[config.mk]
export PLATFORM = sky130hd
export DESIGN_NAME = nibble_serial_add_ctrl_flat
export DESIGN_NICKNAME = d
export VERILOG_FILES = /design/src/rtl/nibble_serial_add_ctrl_if.sv /design/src/rtl/nibble_serial_add_ctrl.sv /design/src/flat_wrapper.sv
export SDC_FILE = /design/constraint.sdc
export NUM_CORES = 1
export LEC_CHECK = 0
export ABC_AREA = 1
export CORE_MARGIN = 2
export CORE_UTILIZATION = 35
export DETAILED_ROUTE_END_ITERATION = 12
export PLACE_DENSITY = 0.69
export SKIP_CTS_REPAIR_TIMING = 1
export SYNTH_ARGS = -nofsm -noshare
export SYNTH_HDL_FRONTEND = slang
export SYNTH_SLANG_ARGS = --single-unit
[constraint.sdc]
create_clock -name clk -period 2.2 [get_ports clk]
set_input_delay 0.33 -clock clk [delete_from_list [all_inputs] [get_ports clk]]
set_output_delay 0.33 -clock clk [all_outputs]
set_load 0.005 [all_outputs]
[src/rtl/nibble_serial_add_ctrl_if.sv]
// Bus bundle for nibble_serial_add_ctrl: operation request/response plus shared 4-bit adder.
// Optional subtract control appears only when NIBBLE_SUB_EN is defined.
interface nibble_serial_add_ctrl_if #(
  parameter int unsigned NIBBLES = 4
);
  localparam int unsigned W = 4 * NIBBLES;

  logic         start;
  logic [W-1:0] op_a;
  logic [W-1:0] op_b;
  logic         cin;
`ifdef NIBBLE_SUB_EN
  logic         sub;
`endif
  logic         busy;
  logic         done;
  logic [W-1:0] result;
  logic         cout;
  logic [3:0]   add_a;
  logic [3:0]   add_b;
  logic         add_cin;
  logic [3:0]   add_sum;
  logic         add_cout;

  modport master (
    output start, op_a, op_b, cin,
`ifdef NIBBLE_SUB_EN
    output sub,
`endif
    output add_sum, add_cout,
    input  busy, done, result, cout, add_a, add_b, add_cin
  );

  modport slave (
    input  start, op_a, op_b, cin,
`ifdef NIBBLE_SUB_EN
    input  sub,
`endif
    input  add_sum, add_cout,
    output busy, done, result, cout, add_a, add_b, add_cin
  );
endinterface

[src/rtl/nibble_serial_add_ctrl.sv]
// Nibble-serial adder controller: sequences a W-bit add through one shared 4-bit adder.
// Define NIBBLE_SUB_EN to add the subtract mode (inverted op_b, forced carry-in).
module nibble_serial_add_ctrl #(
  parameter int unsigned NIBBLES = 4
) (
  input logic                    clk,
  input logic                    rst,
  nibble_serial_add_ctrl_if.slave bus
);
  localparam int unsigned W  = 4 * NIBBLES;
  localparam int unsigned IW = (NIBBLES > 1) ? $clog2(NIBBLES) : 1;

  typedef enum logic [1:0] {IDLE, ADD, DONE} state_t;

  state_t        state_q, state_d;
  logic [W-1:0]  a_q, a_d;
  logic [W-1:0]  b_q, b_d;
  logic          cin_q, cin_d;
  logic [IW-1:0] idx_q, idx_d;
  logic          carry_q, carry_d;
  logic [W-1:0]  result_q, result_d;
  logic          cout_q, cout_d;
`ifdef NIBBLE_SUB_EN
  logic          sub_q, sub_d;
`endif

  always_ff @(posedge clk) begin
    if (rst) begin
      state_q  <= IDLE;
      a_q      <= '0;
      b_q      <= '0;
      cin_q    <= 1'b0;
      idx_q    <= '0;
      carry_q  <= 1'b0;
      result_q <= '0;
      cout_q   <= 1'b0;
`ifdef NIBBLE_SUB_EN
      sub_q    <= 1'b0;
`endif
    end else begin
      state_q  <= state_d;
      a_q      <= a_d;
      b_q      <= b_d;
      cin_q    <= cin_d;
      idx_q    <= idx_d;
      carry_q  <= carry_d;
      result_q <= result_d;
      cout_q   <= cout_d;
`ifdef NIBBLE_SUB_EN
      sub_q    <= sub_d;
`endif
    end
  end

  always_comb begin
    state_d     = state_q;
    a_d         = a_q;
    b_d         = b_q;
    cin_d       = cin_q;
    idx_d       = idx_q;
    carry_d     = carry_q;
    result_d    = result_q;
    cout_d      = cout_q;
`ifdef NIBBLE_SUB_EN
    sub_d       = sub_q;
`endif
    bus.add_a   = '0;
    bus.add_b   = '0;
    bus.add_cin = 1'b0;

    case (state_q)
      IDLE: begin
        if (bus.start) begin
          state_d  = ADD;
          a_d      = bus.op_a;
          b_d      = bus.op_b;
          cin_d    = bus.cin;
`ifdef NIBBLE_SUB_EN
          sub_d    = bus.sub;
`endif
          idx_d    = '0;
          carry_d  = 1'b0;
          result_d = '0;
          cout_d   = 1'b0;
        end
      end
      ADD: begin
        bus.add_a   = a_q[{idx_q, 2'b00} +: 4];
        bus.add_b   = b_q[{idx_q, 2'b00} +: 4];
        bus.add_cin = (idx_q == '0) ? cin_q : carry_q;
`ifdef NIBBLE_SUB_EN
        // Two's-complement subtract: a + ~b + 1, so cout=1 means no borrow.
        if (sub_q) begin
          bus.add_b   = ~b_q[{idx_q, 2'b00} +: 4];
          bus.add_cin = (idx_q == '0) ? 1'b1 : carry_q;
        end
`endif
        result_d[{idx_q, 2'b00} +: 4] = bus.add_sum;
        carry_d = bus.add_cout;
        idx_d   = idx_q + 1'b1;
        if (idx_q == IW'(NIBBLES - 1)) begin
          state_d = DONE;
          cout_d  = bus.add_cout;
          idx_d   = '0;
        end
      end
      DONE: state_d = IDLE;
      default: state_d = IDLE;
    endcase
  end

  assign bus.busy   = (state_q != IDLE);
  assign bus.done   = (state_q == DONE);
  assign bus.result = result_q;
  assign bus.cout   = cout_q;
endmodule

[src/flat_wrapper.sv]
// flat-port wrapper written by rule: the top's interface ports become plain ports
module nibble_serial_add_ctrl_flat 
#(
  parameter int unsigned NIBBLES = 4
)
  (clk, rst, bus_start, bus_op_a, bus_op_b, bus_cin, bus_add_sum, bus_add_cout, bus_busy, bus_done, bus_result, bus_cout, bus_add_a, bus_add_b, bus_add_cin);
  nibble_serial_add_ctrl_if #(.NIBBLES(NIBBLES)) bus_i ();
  input logic clk;
  input logic rst;
  input wire logic [$bits(bus_i.start)-1:0] bus_start;
  input wire logic [$bits(bus_i.op_a)-1:0] bus_op_a;
  input wire logic [$bits(bus_i.op_b)-1:0] bus_op_b;
  input wire logic [$bits(bus_i.cin)-1:0] bus_cin;
  input wire logic [$bits(bus_i.add_sum)-1:0] bus_add_sum;
  input wire logic [$bits(bus_i.add_cout)-1:0] bus_add_cout;
  output wire logic [$bits(bus_i.busy)-1:0] bus_busy;
  output wire logic [$bits(bus_i.done)-1:0] bus_done;
  output wire logic [$bits(bus_i.result)-1:0] bus_result;
  output wire logic [$bits(bus_i.cout)-1:0] bus_cout;
  output wire logic [$bits(bus_i.add_a)-1:0] bus_add_a;
  output wire logic [$bits(bus_i.add_b)-1:0] bus_add_b;
  output wire logic [$bits(bus_i.add_cin)-1:0] bus_add_cin;
  assign bus_i.start = bus_start;
  assign bus_i.op_a = bus_op_a;
  assign bus_i.op_b = bus_op_b;
  assign bus_i.cin = bus_cin;
  assign bus_i.add_sum = bus_add_sum;
  assign bus_i.add_cout = bus_add_cout;
  assign bus_busy = bus_i.busy;
  assign bus_done = bus_i.done;
  assign bus_result = bus_i.result;
  assign bus_cout = bus_i.cout;
  assign bus_add_a = bus_i.add_a;
  assign bus_add_b = bus_i.add_b;
  assign bus_add_cin = bus_i.add_cin;
  nibble_serial_add_ctrl #(.NIBBLES(NIBBLES)) u_core (.clk(clk), .rst(rst), .bus(bus_i));
endmodule
---- Yosys cells after proc, flatten, opt, wreduce, memory -nomap -nowiden ----
Cells that the tools add are included.
W data, S select, Z words.
cells by class
  $add $sub $neg .......................... 2
  equality and inequality tests ........... 5
  shifts and indexed selects .............. 4
  multiplexer cells ....................... 17
  reductions and logical operators ........ 8
operator list
  kind                      number
  $pmux W16 S2              1
  $shiftx A16 B5 Y4         2
  $bwmux W16                1
  $mux W16                  1
  $shift A4 B6 Y16 const A  1
  $shiftx A4 B6 Y16         1
  $mux W2                   4
  $mux W4                   2
  $pmux W2 S2               2
  $neg A4 Y6                1
  $reduce_and A2 Y1         3
  $eq A2 B2 Y1 const B      2
  $logic_not A2 Y1          2
  $mux W1                   4
  $pmux W1 S2               2
  $reduce_bool A2 Y1        2
  $reduce_and A3 Y1         1
  $add A2 B1 Y2 const B     1
  $eq A2 B1 Y1 const B      1
  $ne A2 B1 Y1 const B      1
  $ne A2 B2 Y1 const B      1
storage, ports and cells
  register bits ........................... 55
  bits of input ports ..................... 41
  output and inout bits ................... 28

---- Longest topological paths before layout ----
  depth after elaboration ................. 4
  gate-level depth with buffers ........... 8
  depth with buffers taken out ............ 7

---- Worst setup path before layout ----
OpenSTA, ideal clock, no wires.
  path type ............................... register -> register
  start point ............................. reg u_core.idx_q[1]
  end point ............................... reg u_core.result_q[4], in the netlist u_core.bus.result[4]
  library setup time ...................... 71 ps
  data arrival time ....................... 1,499 ps
  data required time ...................... 2,129 ps
  setup slack ............................. 630 ps
  stages on the path, launching flop included .. 8
  path through ............................ dfxtp_1 > clkinv_1 > buf_6 > ha_1 > inv_1 > nor2_1 > nand2_1 > a21oi_1
between the ends
  longest elaborated chain between the ends .. 4
  elaborated cells on any way between the ends .. 5
RTL lines
  element                                                       RTL line                      text
  from (decl)                                                   nibble_serial_add_ctrl.sv:19  logic [IW-1:0] idx_q, idx_d;
  from (signal assigned)                                        nibble_serial_add_ctrl.sv:45  idx_q <= idx_d;
  $neg A4 Y6 *                                                  nibble_serial_add_ctrl.sv:98  result_d[{idx_q, 2'b00} +: 4] = bus.add_sum;
  $shiftx A4 B6 Y16 / $shift A4 B6 Y16 (equally long branches)  nibble_serial_add_ctrl.sv:98
  $bwmux W16 *                                                  nibble_serial_add_ctrl.sv:98
  $pmux W16 S2 *                                                nibble_serial_add_ctrl.sv:71  case (state_q)
  to (signal assigned)                                          nibble_serial_add_ctrl.sv:47  result_q <= result_d;
  to (decl)                                                     nibble_serial_add_ctrl.sv:21  logic [W-1:0] result_q, result_d;
Mark *: on every way between the ends. The rest lies on a longest branch, timed or not.
A chain may end at the register's enable or synchronous reset.

---- Final worst setup path ----
  start point ............................. reg u_core.idx_q[1]
  end point ............................... out bus_add_cin
between the ends
  longest elaborated chain between the ends .. 3
RTL lines
  element           RTL line                      text
  $logic_not A2 Y1  nibble_serial_add_ctrl.sv:90  bus.add_cin = (idx_q == '0) ? cin_q : carry_q;
  $mux W1           nibble_serial_add_ctrl.sv:90
  $mux W1           nibble_serial_add_ctrl.sv:71
  to (decl)         flat_wrapper.sv:22            output wire logic [$bits(bus_i.add_cin)-1:0] bus_add_cin;
No other way between the ends.

==> results.txt <==
----------------------------------------------------
[Timing]
  Worst-Margin Slew ... 0.7903 ns
  Final Hold Vio Count ... 0
  Period minus WS final ... 1.814 ns
  Worst slew margin relative to its limit ... 47.25%
  Final worst-path cycle share ... 82.47%
  Final-report max-slew violation count ... 0
  Worst Skew ... 0.006314 ns
  Fmax ... 551.2 MHz
  Setup slack after layout ... 0.3856 ns
  RSZ-0062 raised after global routing ... false
  Number of endpoints failing setup at the final stage ... 0

[Floorplanning]
  Die Y ... 88.60 um
  Die Width ... 88.60 um
  Number of placement rows ... 30
  Initial Util ... 36.47%
  Area of the placeable core ... 0.006869 mm^2
  I/O pin cnt ... 69
  Die ar. ... 0.007850 mm^2

[Drt]
  # DRC ... 0
  Routed via count ... 2444
  Post-route ant nets ... 0
  Total wire length after detailed routing ... 6.312 mm
  Per-cell routed wire length ... 12.14 um
  First DRT Iteration DRCs ... 167
  Count of TritonRoute iterations in the first routing pass ... 4
  Average via count per standard cell ... 4.700

[Place]
  Post-place instance area ... 0.003252 mm^2
  Input/output buffers ... 68
  Placement Setup Slack ... 0.2596 ns
  Half-perimeter wire length of the detailed placement result ... 4.540 mm
  Weighted congestion at the end of routability-driven global placement ... 0.8401

[Critical path]
  Worst EP arrival ... 1.48 ns
  Cells traversed along the worst timing path ... clkinv_1 > ha_1 > inv_1 > nand2_1 > a21oi_1 > dlymetal6s2s_1
  Crit. End Element ... output port
  Crit path buffers/inverters ... 3
  Kind of cell with the highest combined delay on the critical path ... buffers and inverters
  CP max FO ... 5
  Slowest Stage Delay on Critical Path ... 0.38 ns
  Type of element launching the critical path ... flip-flop
  Kind of critical path ... reg2out
  Cell type of the slowest stage on the worst timing path ... sky130_fd_sc_hd__dfxtp_4
  Data required time at the worst endpoint ... 1.87 ns

[CTS]
  Worst-path clk slew ... 0.09 ns
  Cts bufs inserted ... 5
  Count of H-tree levels built during CTS ... 2
  Clock root buffer ... sky130_fd_sc_hd__clkbuf_8
  Number of sinks driven by the clock tree ... 55
  Insertion delay of the later-clocked pin in the worst-skew pair ... 0.30 ns
  Maximum count of clock buffers along a single path ... 2
  CTS tree ... yes

[Logic synthesis]
  Total nets after synthesis ... 404
  Average size of a mapped cell ... 7.017 um^2
  Post-synth cell types ... 20
  Synthesized instance count ... 357
  Synth Register Bits ... 55
  Ys Warns ... 0
  Cell area after technology mapping ... 0.002505 mm^2
  Sequential fraction of the synthesis area ... 43.96%

[Power and ir drop]
  Standby leakage power ... 1.501 nW
  Power per Cell Area ... 604.7 mW/mm^2
  Maximum resistive drop on vdd ... 306.5 uV

[Global routing]
  Via count of the first global-routing pass ... 2153
  GR Overflow Total ... 0
  Maximum number of pins on one net before global-route repair ... 34
  Wire length of the first global-routing pass ... 9.873 mm
  Antenna violations before repair ... 0
  GR Util All Layers ... 16.24%

[Final layout]
  Antenna cell count ... 0
  Final cell area excluding filler cells ... 0.003382 mm^2
  Area growth from synthesis to final layout ... 35.01%
  Layout net count ... 470
  Layout cell share with drive strength beyond 1 ... 6.132%
  Filler cell count in the final layout ... 706

[Run status]
  Result of the run ... completed

[Hold path]
  Min-delay worst type ... reg2reg

[Job]
  Max cap viols ... 0

----------------------------------------------------
## routing by layer
metal	vias to the layer above	GRT usage, %	wire length [um]	share of wire, %
li1	1274	-	-	-
met1	1094	20.57	2917	46
met2	65	27.61	2974	47
met3	11	2.892	293	4.6
met4	0	6.061	127	2.0
met5	-	0	0	0
## cell type report
cell class / count / area, um^2 / share of cell area, %
Clock buffer: 8 / 100.1 / 2.960
Inverter: 17 / 67.56 / 1.998
Multi-Input combinational cell: 265 / 1200 / 35.48
Sequential cell: 55 / 1105 / 32.67
Tap cell: 96 / 120.1 / 3.552
Timing Repair Buffer: 79 / 789.5 / 23.34
## registers in the layout, summed over array words and instances (netlist names)
signal,count
u_core.idx_q,2
u_core.a_q,16
u_core.bus.result,16
u_core.state_q,2
u_core.bus.cout,1
u_core.b_q,16
u_core.carry_q,1
u_core.cin_q,1
## through the flow
stage	total power [mW]	hold WS (ns)	utilization [%]	TNS, ns	std cells
2_1_floorplan	1.324	0.3991	-	0	357
3_3_place_gp	1.463	0.4619	47.34	0	512
3_5_place_dp	1.471	0.4719	47.34	0	512
4_1_cts	2.060	0.4897	48.80	-0.7240	520
5_1_grt	2.145	0.5063	49.24	0	520
6_report	2.045	0.4857	49.24	0	520
## worst paths after layout
kind	startpoint	end	slack, ns	depth (start not counted)
max	u_core.idx_q[1]	bus_add_cin	0.39	6
min	u_core.bus.result[2]	u_core.bus.result[2]	0.49	2
max reg2reg	u_core.idx_q[1]	u_core.bus.result[6]	0.51	7
min reg2reg	u_core.bus.result[2]	u_core.bus.result[2]	0.49	2
## synth_stat cells (all sizes together)
cell type | instances | area share [%]
a21oi | 30 | 6.0
buf | 15 | 4.7
clkbuf | 5 | 0.75
clkinv | 2 | 0.35
dfxtp | 55 | 44
ha | 6 | 3.0
inv | 15 | 2.3
nand2 | 63 | 9.4
nand3 | 27 | 6.5
nor2 | 96 | 14
nor3 | 1 | 0.20
o21ai | 42 | 8.4
## placed cells by master (no fill, tap or decap)
| cell type | Yosys | layout |
|---|---|---|
| sky130_fd_sc_hd__dfxtp_1 | 55 | 54 |
| sky130_fd_sc_hd__clkinv_1 | 1 | 1 |
| sky130_fd_sc_hd__clkdlybuf4s50_1 | 0 | 59 |
| sky130_fd_sc_hd__inv_4 | 1 | 1 |
| sky130_fd_sc_hd__o21ai_0 | 39 | 39 |
| sky130_fd_sc_hd__nor2_1 | 96 | 96 |
| sky130_fd_sc_hd__a21oi_1 | 30 | 30 |
| sky130_fd_sc_hd__dlymetal6s2s_1 | 0 | 9 |
| sky130_fd_sc_hd__nor3_1 | 1 | 1 |
| sky130_fd_sc_hd__ha_1 | 6 | 6 |
| sky130_fd_sc_hd__dfxtp_4 | 0 | 1 |
| sky130_fd_sc_hd__clkbuf_1 | 5 | 1 |
| sky130_fd_sc_hd__clkbuf_8 | 0 | 7 |
| sky130_fd_sc_hd__nand3_1 | 23 | 23 |
| sky130_fd_sc_hd__buf_6 | 6 | 1 |
| sky130_fd_sc_hd__clkinv_2 | 1 | 1 |
| sky130_fd_sc_hd__nand2_1 | 63 | 63 |
| sky130_fd_sc_hd__inv_1 | 13 | 13 |
| sky130_fd_sc_hd__o21ai_1 | 3 | 3 |
| sky130_fd_sc_hd__inv_2 | 1 | 1 |
| sky130_fd_sc_hd__buf_4 | 2 | 10 |
| sky130_fd_sc_hd__nand3_4 | 1 | 1 |
| sky130_fd_sc_hd__nand3_2 | 3 | 3 |
## kinds of logic (layout without fill, tap and decap cells)
logic type | after synthesis | count (layout) | synth area share (%)
and+or+nand+nor | 187 | 187 | 30.52
AOI/OAI and AO/OA | 72 | 72 | 14.39
DFF | 55 | 55 | 43.96
buffers and inverters | 37 | 104 | 8.141
adders and majority gates | 6 | 6 | 2.997
## worst register-to-register path: stages (launching register included)
cell                       delay, ns
sky130_fd_sc_hd__dfxtp_4        0.38
sky130_fd_sc_hd__clkinv_1       0.11
sky130_fd_sc_hd__buf_4          0.19
sky130_fd_sc_hd__ha_1           0.39
sky130_fd_sc_hd__inv_1          0.12
sky130_fd_sc_hd__nor2_1         0.23
sky130_fd_sc_hd__nand2_1        0.09
sky130_fd_sc_hd__a21oi_1        0.12
## where the power goes
part           switching (mW)  internal, mW  leakage, nW  total (mW)
clock                   0.311         0.288       0.0515       0.599
sequential             0.0311          1.05        0.453        1.09
combinational           0.193         0.168        0.997       0.361
No activity file was read; power rests on OpenSTA's default activity.
